[src/rtl/mod_arith_pipe.sv]
// Elastic multi-lane modular arithmetic pipeline (mul/add/sub/pass mod Q) with Barrett reduction.
// Handshake: a beat moves on in_valid && in_ready; a result drains on out_valid && out_ready;
// all five register stages advance together when adv = !out_valid || out_ready, otherwise hold.
module mod_arith_pipe #(
  parameter int WIDTH = 12,
  parameter int Q     = 3329,
  parameter int LANES = 1,
  parameter int TAG_W = 4
) (
  input  logic                     clk,
  input  logic                     rst_n,
  input  logic                     in_valid,
  output logic                     in_ready,
  input  logic [1:0]               in_op,
  input  logic [LANES*WIDTH-1:0]   in_a,
  input  logic [LANES*WIDTH-1:0]   in_b,
  input  logic [TAG_W-1:0]         in_tag,
  output logic                     out_valid,
  input  logic                     out_ready,
  output logic [LANES*WIDTH-1:0]   out_res,
  output logic [TAG_W-1:0]         out_tag
);

  localparam int XW = 2 * WIDTH;
  localparam int RW = WIDTH + 2;
  localparam logic [XW:0]   P2X   = {1'b1, {XW{1'b0}}};
  localparam logic [XW:0]   M_EXT = P2X / (XW+1)'(Q);
  localparam logic [XW-1:0] M     = M_EXT[XW-1:0];
  localparam logic [XW-1:0] QX    = XW'(Q);
  localparam int            K     = ((1 << WIDTH) + Q - 1) / Q;
  localparam logic [XW-1:0] KQ    = XW'(K * Q);
  localparam logic [RW-1:0] QR    = RW'(Q);

  typedef enum logic [1:0] {
    OP_MUL  = 2'b00,
    OP_ADD  = 2'b01,
    OP_SUB  = 2'b10,
    OP_PASS = 2'b11
  } op_e;

  // Adding K*Q keeps the subtraction non-negative for any WIDTH-bit b.
  function automatic logic [XW-1:0] form_x(input logic [1:0] op,
                                           input logic [WIDTH-1:0] a,
                                           input logic [WIDTH-1:0] b);
    logic [XW-1:0] x;
    x = '0;
    case (op_e'(op))
      OP_MUL:  x = XW'(a) * XW'(b);
      OP_ADD:  x = XW'(a) + XW'(b);
      OP_SUB:  x = XW'(a) + KQ - XW'(b);
      OP_PASS: x = XW'(a);
      default: x = '0;
    endcase
    return x;
  endfunction

  function automatic logic [XW-1:0] barrett_q(input logic [XW-1:0] x);
    logic [2*XW-1:0] p;
    p = {{XW{1'b0}}, x} * {{XW{1'b0}}, M};
    return XW'(p >> XW);
  endfunction

  // q_est undershoots by at most 2, so r < 3Q and two corrections suffice.
  function automatic logic [WIDTH-1:0] reduce(input logic [XW-1:0] x,
                                              input logic [XW-1:0] qe);
    logic [RW-1:0] r;
    r = RW'(x - qe * QX);
    if (r >= QR) r = r - QR;
    if (r >= QR) r = r - QR;
    return WIDTH'(r);
  endfunction

  logic                   s0_valid_q, s1_valid_q, s2_valid_q, s3_valid_q, s4_valid_q;
  logic [1:0]             s0_op_q;
  logic [LANES*WIDTH-1:0] s0_a_q, s0_b_q;
  logic [TAG_W-1:0]       s0_tag_q, s1_tag_q, s2_tag_q, s3_tag_q, s4_tag_q;
  logic [XW-1:0]          s1_x_q  [LANES];
  logic [XW-1:0]          s2_x_q  [LANES];
  logic [XW-1:0]          s2_qe_q [LANES];
  logic [LANES*WIDTH-1:0] s3_res_q, s4_res_q;

  logic [XW-1:0]          s1_x_d  [LANES];
  logic [XW-1:0]          s2_qe_d [LANES];
  logic [LANES*WIDTH-1:0] s3_res_d;
  logic                   adv;

  assign adv       = !s4_valid_q || out_ready;
  assign in_ready  = adv;
  assign out_valid = s4_valid_q;
  assign out_res   = s4_res_q;
  assign out_tag   = s4_tag_q;

  always_comb begin
    s3_res_d = '0;
    for (int i = 0; i < LANES; i++) begin
      s1_x_d[i]  = form_x(s0_op_q, s0_a_q[i*WIDTH +: WIDTH], s0_b_q[i*WIDTH +: WIDTH]);
      s2_qe_d[i] = barrett_q(s1_x_q[i]);
      s3_res_d[i*WIDTH +: WIDTH] = reduce(s2_x_q[i], s2_qe_q[i]);
    end
  end

  always_ff @(posedge clk or negedge rst_n) begin
    if (!rst_n) begin
      s0_valid_q <= 1'b0;
      s1_valid_q <= 1'b0;
      s2_valid_q <= 1'b0;
      s3_valid_q <= 1'b0;
      s4_valid_q <= 1'b0;
      s0_op_q    <= 2'b00;
      s0_a_q     <= '0;
      s0_b_q     <= '0;
      s0_tag_q   <= '0;
      s1_tag_q   <= '0;
      s2_tag_q   <= '0;
      s3_tag_q   <= '0;
      s4_tag_q   <= '0;
      s3_res_q   <= '0;
      s4_res_q   <= '0;
      for (int i = 0; i < LANES; i++) begin
        s1_x_q[i]  <= '0;
        s2_x_q[i]  <= '0;
        s2_qe_q[i] <= '0;
      end
    end else if (adv) begin
      s0_valid_q <= in_valid;
      s0_op_q    <= in_op;
      s0_a_q     <= in_a;
      s0_b_q     <= in_b;
      s0_tag_q   <= in_tag;

      s1_valid_q <= s0_valid_q;
      s1_tag_q   <= s0_tag_q;
      s2_valid_q <= s1_valid_q;
      s2_tag_q   <= s1_tag_q;
      for (int i = 0; i < LANES; i++) begin
        s1_x_q[i]  <= s1_x_d[i];
        s2_x_q[i]  <= s1_x_q[i];
        s2_qe_q[i] <= s2_qe_d[i];
      end

      s3_valid_q <= s2_valid_q;
      s3_tag_q   <= s2_tag_q;
      s3_res_q   <= s3_res_d;

      s4_valid_q <= s3_valid_q;
      s4_tag_q   <= s3_tag_q;
      s4_res_q   <= s3_res_q;
    end
  end

endmodule

[config.mk]
export PLATFORM = sky130hd
export DESIGN_NAME = mod_arith_pipe
export DESIGN_NICKNAME = d
export VERILOG_FILES = /design/src/rtl/mod_arith_pipe.sv
export SDC_FILE = /design/constraint.sdc
export NUM_CORES = 1
export LEC_CHECK = 0
export CELL_PAD_IN_SITES_DETAIL_PLACEMENT = 0
export CELL_PAD_IN_SITES_GLOBAL_PLACEMENT = 1
export CORE_MARGIN = 2
export CORE_UTILIZATION = 30
export CTS_CLUSTER_SIZE = 30
export DETAILED_ROUTE_END_ITERATION = 12
export GPL_ROUTABILITY_DRIVEN = 0
export GPL_TIMING_DRIVEN = 1
export MAX_ROUTING_LAYER = met4
export PLACE_DENSITY = 0.68
export RECOVER_POWER = 50
export REMOVE_ABC_BUFFERS = 1
export SLEW_MARGIN = 40
export SYNTH_ARGS = -nofsm -noshare
export SYNTH_HDL_FRONTEND = slang
export SYNTH_SLANG_ARGS = --single-unit
[constraint.sdc]
create_clock -name clk -period 5.3 [get_ports clk]
set_input_delay 0.53 -clock clk [delete_from_list [all_inputs] [get_ports clk]]
set_output_delay 0.53 -clock clk [all_outputs]
set_load 0.05 [all_outputs]
==> flow_metrics.env <==
export IMPL_status="complete, but fails checks"
export IMPL_violations="max-capacitance violations, max-slew violations, negative setup slack"
export IMPL_track_usage_pct=16.3
export IMPL_synth_seq_cells=126
export IMPL_placed_area_sq_mm=0.0211
export IMPL_slew_viol_final=83
export IMPL_r2r_end="s3_res_q[5]"
export IMPL_routed_wl_microns=45900
export IMPL_area_delta_synth_final_pct=27.2
export IMPL_timing_setup_tns_ns=-5.22
export IMPL_grt_max_degree=83
export IMPL_crit_type="register to register"
export IMPL_die_w_microns=248
export IMPL_synth_edf_count=0
export IMPL_fin_skew_ns=0.0214
export IMPL_vias=13978
export IMPL_avgSynthCellArea_sq_um=9.10
export IMPL_mostFrequentLayoutCells="inv_1, nand2_1, buf_4, ha_1, fa_1"
export IMPL_reg2regPathDepth=22
export IMPL_worstSetupEndpointType="register"
export IMPL_hold_path_class="register to register"
export IMPL_numCtsBuffers=17
export IMPL_max_freq_ghz=0.172
export IMPL_die_area_sq_mm=0.0614
export IMPL_grt_util_met1_pct=19.1
export IMPL_syn_inst=1959
export IMPL_setup_viol=18
export IMPL_synth_top_flop_cell="dfrtp_1"
export IMPL_numPortBuffers=51
export IMPL_max_slew_margin_pct=-188
export IMPL_final_common_cell="inv_1"
export IMPL_grt_antenna_before_repair=1
export IMPL_firstDrtPassIters=5
export IMPL_worst_slack_ns=-0.498
export IMPL_routed_via_density=4.58
export IMPL_hold_depth=2
export IMPL_fin_nets=2799
export IMPL_grt_most_used_layer="met2"
export IMPL_worst_slew_pin_transition_ns=4.32
export IMPL_hold_viol_final=0
export IMPL_async_reset_ff_share_pct=100
export IMPL_hold_end="s3_valid_q"
export IMPL_initial_core_util_pct=30.3
export IMPL_core_area_sq_mm=0.0589
export IMPL_start_kind="register"
export IMPL_fin_crit_ns=5.80
export IMPL_ctsHoldBuffers=0
export IMPL_num_antenna_cells=0
export IMPL_fin_area_sq_mm=0.0227
export IMPL_grt_ovfl_total=0
export IMPL_ys_types=80
export IMPL_cp_required_ns=5.70
export IMPL_drc=0
export IMPL_rsz0062_at_grt="yes"
export IMPL_cap_violations=1
export IMPL_grtUsageMet2_pct=28.4
export IMPL_critPathArrivalTime_ns=6.19
export IMPL_rows=89
export IMPL_ff2ff_setup_slack_ns=-0.50
export IMPL_rr_startpoint="s2_x_q[3]"
export IMPL_dp_hpwl_microns=37500
export IMPL_insertion_delay_ns=0.49
export IMPL_syn_cell_area_sq_mm=0.0178
export IMPL_die_h_microns=248
export IMPL_yosys_warnings=0
export IMPL_fin_util_pct=38.5
export IMPL_grt_pass1_vias=15013
export IMPL_clkSinkCount=126
export IMPL_finalCritPeriodShare_pct=109
export IMPL_dp_cells=2991
export IMPL_h_tree_depth=4
export IMPL_met3_usage_pct=2.71
export IMPL_final_antenna_net_count=0
export IMPL_drt_iter0_drc=448
export IMPL_top_level_ports=52
export IMPL_final_cells=3051
export IMPL_grt_first_pass_wirelength_microns=76100
export IMPL_min_delay_start="s3_valid_q"
export IMPL_layout_drive_gt1_share_pct=21.9
export IMPL_root_buffer="clkbuf_16"
export IMPL_cts_tree="done"
export IMPL_clk_pin_slew_ns=0.07
export IMPL_synth_seq_area_share_pct=17.7
export IMPL_cp_max_fo=7
export IMPL_wl_per_cell_microns=15.1
export IMPL_clockBufferDepth=2
## sequential cells by signal, indices dropped and copies added (netlist names), 12 cells and up
name / count
s0_b_q: 12
out_res: 12
s2_qe_q: 13
s1_x_q: 24
s0_a_q: 12
s2_x_q: 14
s3_res_q: 12
## stage by stage
stage                     hold slack (ns)  setup slack [ns]
after floorplan                     0.234             -1.68
after global placement              0.444            -0.710
after detailed placement            0.444            -0.808
after CTS                          0.0535            -0.402
after global routing                0.487            -0.704
final                               0.454            -0.498
## kinds of logic after synthesis
logic type,count (synthesis),synth area share (%)
AND/OR/NAND/NOR,564,13.9
adder cells (fa/ha/maj),500,45.1
buffers and inverters,418,8.89
AO/OA/AOI/OAI,272,10.1
flip-flops,126,17.7
XOR/XNOR,70,3.44
multiplexers,9,0.864
## routing by layer
metal / share of wire (%) / vias to the layer above
li1: - / 6879
met1: 44 / 6886
met2: 51 / 156
met3: 2.7 / 57
met4: 2.5 / 0
met5: 0 / -
## worst max-delay path: stages, from the launching register on
cell and delay, ns:
dfrtp_1 0.37, inv_2 0.06, fa_2 0.35, fa_1 0.53, inv_2 0.05, fa_1 0.51, xor2_2 0.17, buf_4 0.15
ha_4 0.16, o211a_4 0.27, o211ai_1 0.42, nand2_2 0.15, xnor2_2 0.17, a311o_2 0.43, a211oi_4 0.21, buf_6 0.18
mux2i_4 0.24, o21bai_4 0.16, nor4_2 0.07, or2_4 0.28, or3_4 0.38, and3_4 0.19, o31ai_4 0.20
## cells in the mapped netlist (7+ instances only)
cell        n  share of area (%)
nor2_1     87                1.8
xor2_1     23                1.1
a21o_1     13               0.55
o21ai_0    70                2.0
and2_1     26               0.91
inv_1     352                7.4
dfrtp_1   126                 18
nor3_1     21               0.59
nand2_1   334                7.0
clkbuf_1   52                1.1
xnor2_1    47                2.3
a22o_1     10               0.49
ha_1      262                 18
nor2b_1    13               0.46
o21ai_1     7               0.20
fa_1      238                 27
and3_1      8               0.28
nand2b_1   14               0.49
a21oi_1    72                2.0
o31ai_1     7               0.29
nand3_1    18               0.51
o21bai_1   13               0.55
o21a_1      8               0.34
## cell type report
class	instances	area [sq um]
clock buffers	18	429
flip-flops and latches	126	3170
clock inverters	14	108
fillers	5886	36200
inverters	354	1330
well taps	773	967
multi-input cells	1415	13800
repair buffers	351	2870
## what timing repair did
item                       4_1_cts  5_1_grt
gates cloned                     0        0
pin swaps                       65      104
gates resized for setup         99      105
setup endpoints to repair       32       33
setup buffers                   20       15
## how the worst max path moves through the flow
stage	startpoint	end	slack, ns
after detailed placement	s1_x_q[9]	s2_qe_q[12]	-0.81
after global placement	s1_x_q[9]	s2_qe_q[12]	-0.71
after floorplan	out_valid	s1_x_q[11]	-1.68
after global routing	s2_x_q[3]	s3_res_q[5]	-0.70
after CTS	s2_x_q[3]	s3_res_q[5]	-0.40
final	s2_x_q[3]	s3_res_q[5]	-0.50
Power is left out: the tool's default activity adds up to more than one toggle a clock period on the data nets, which glitch-free logic cannot reach.
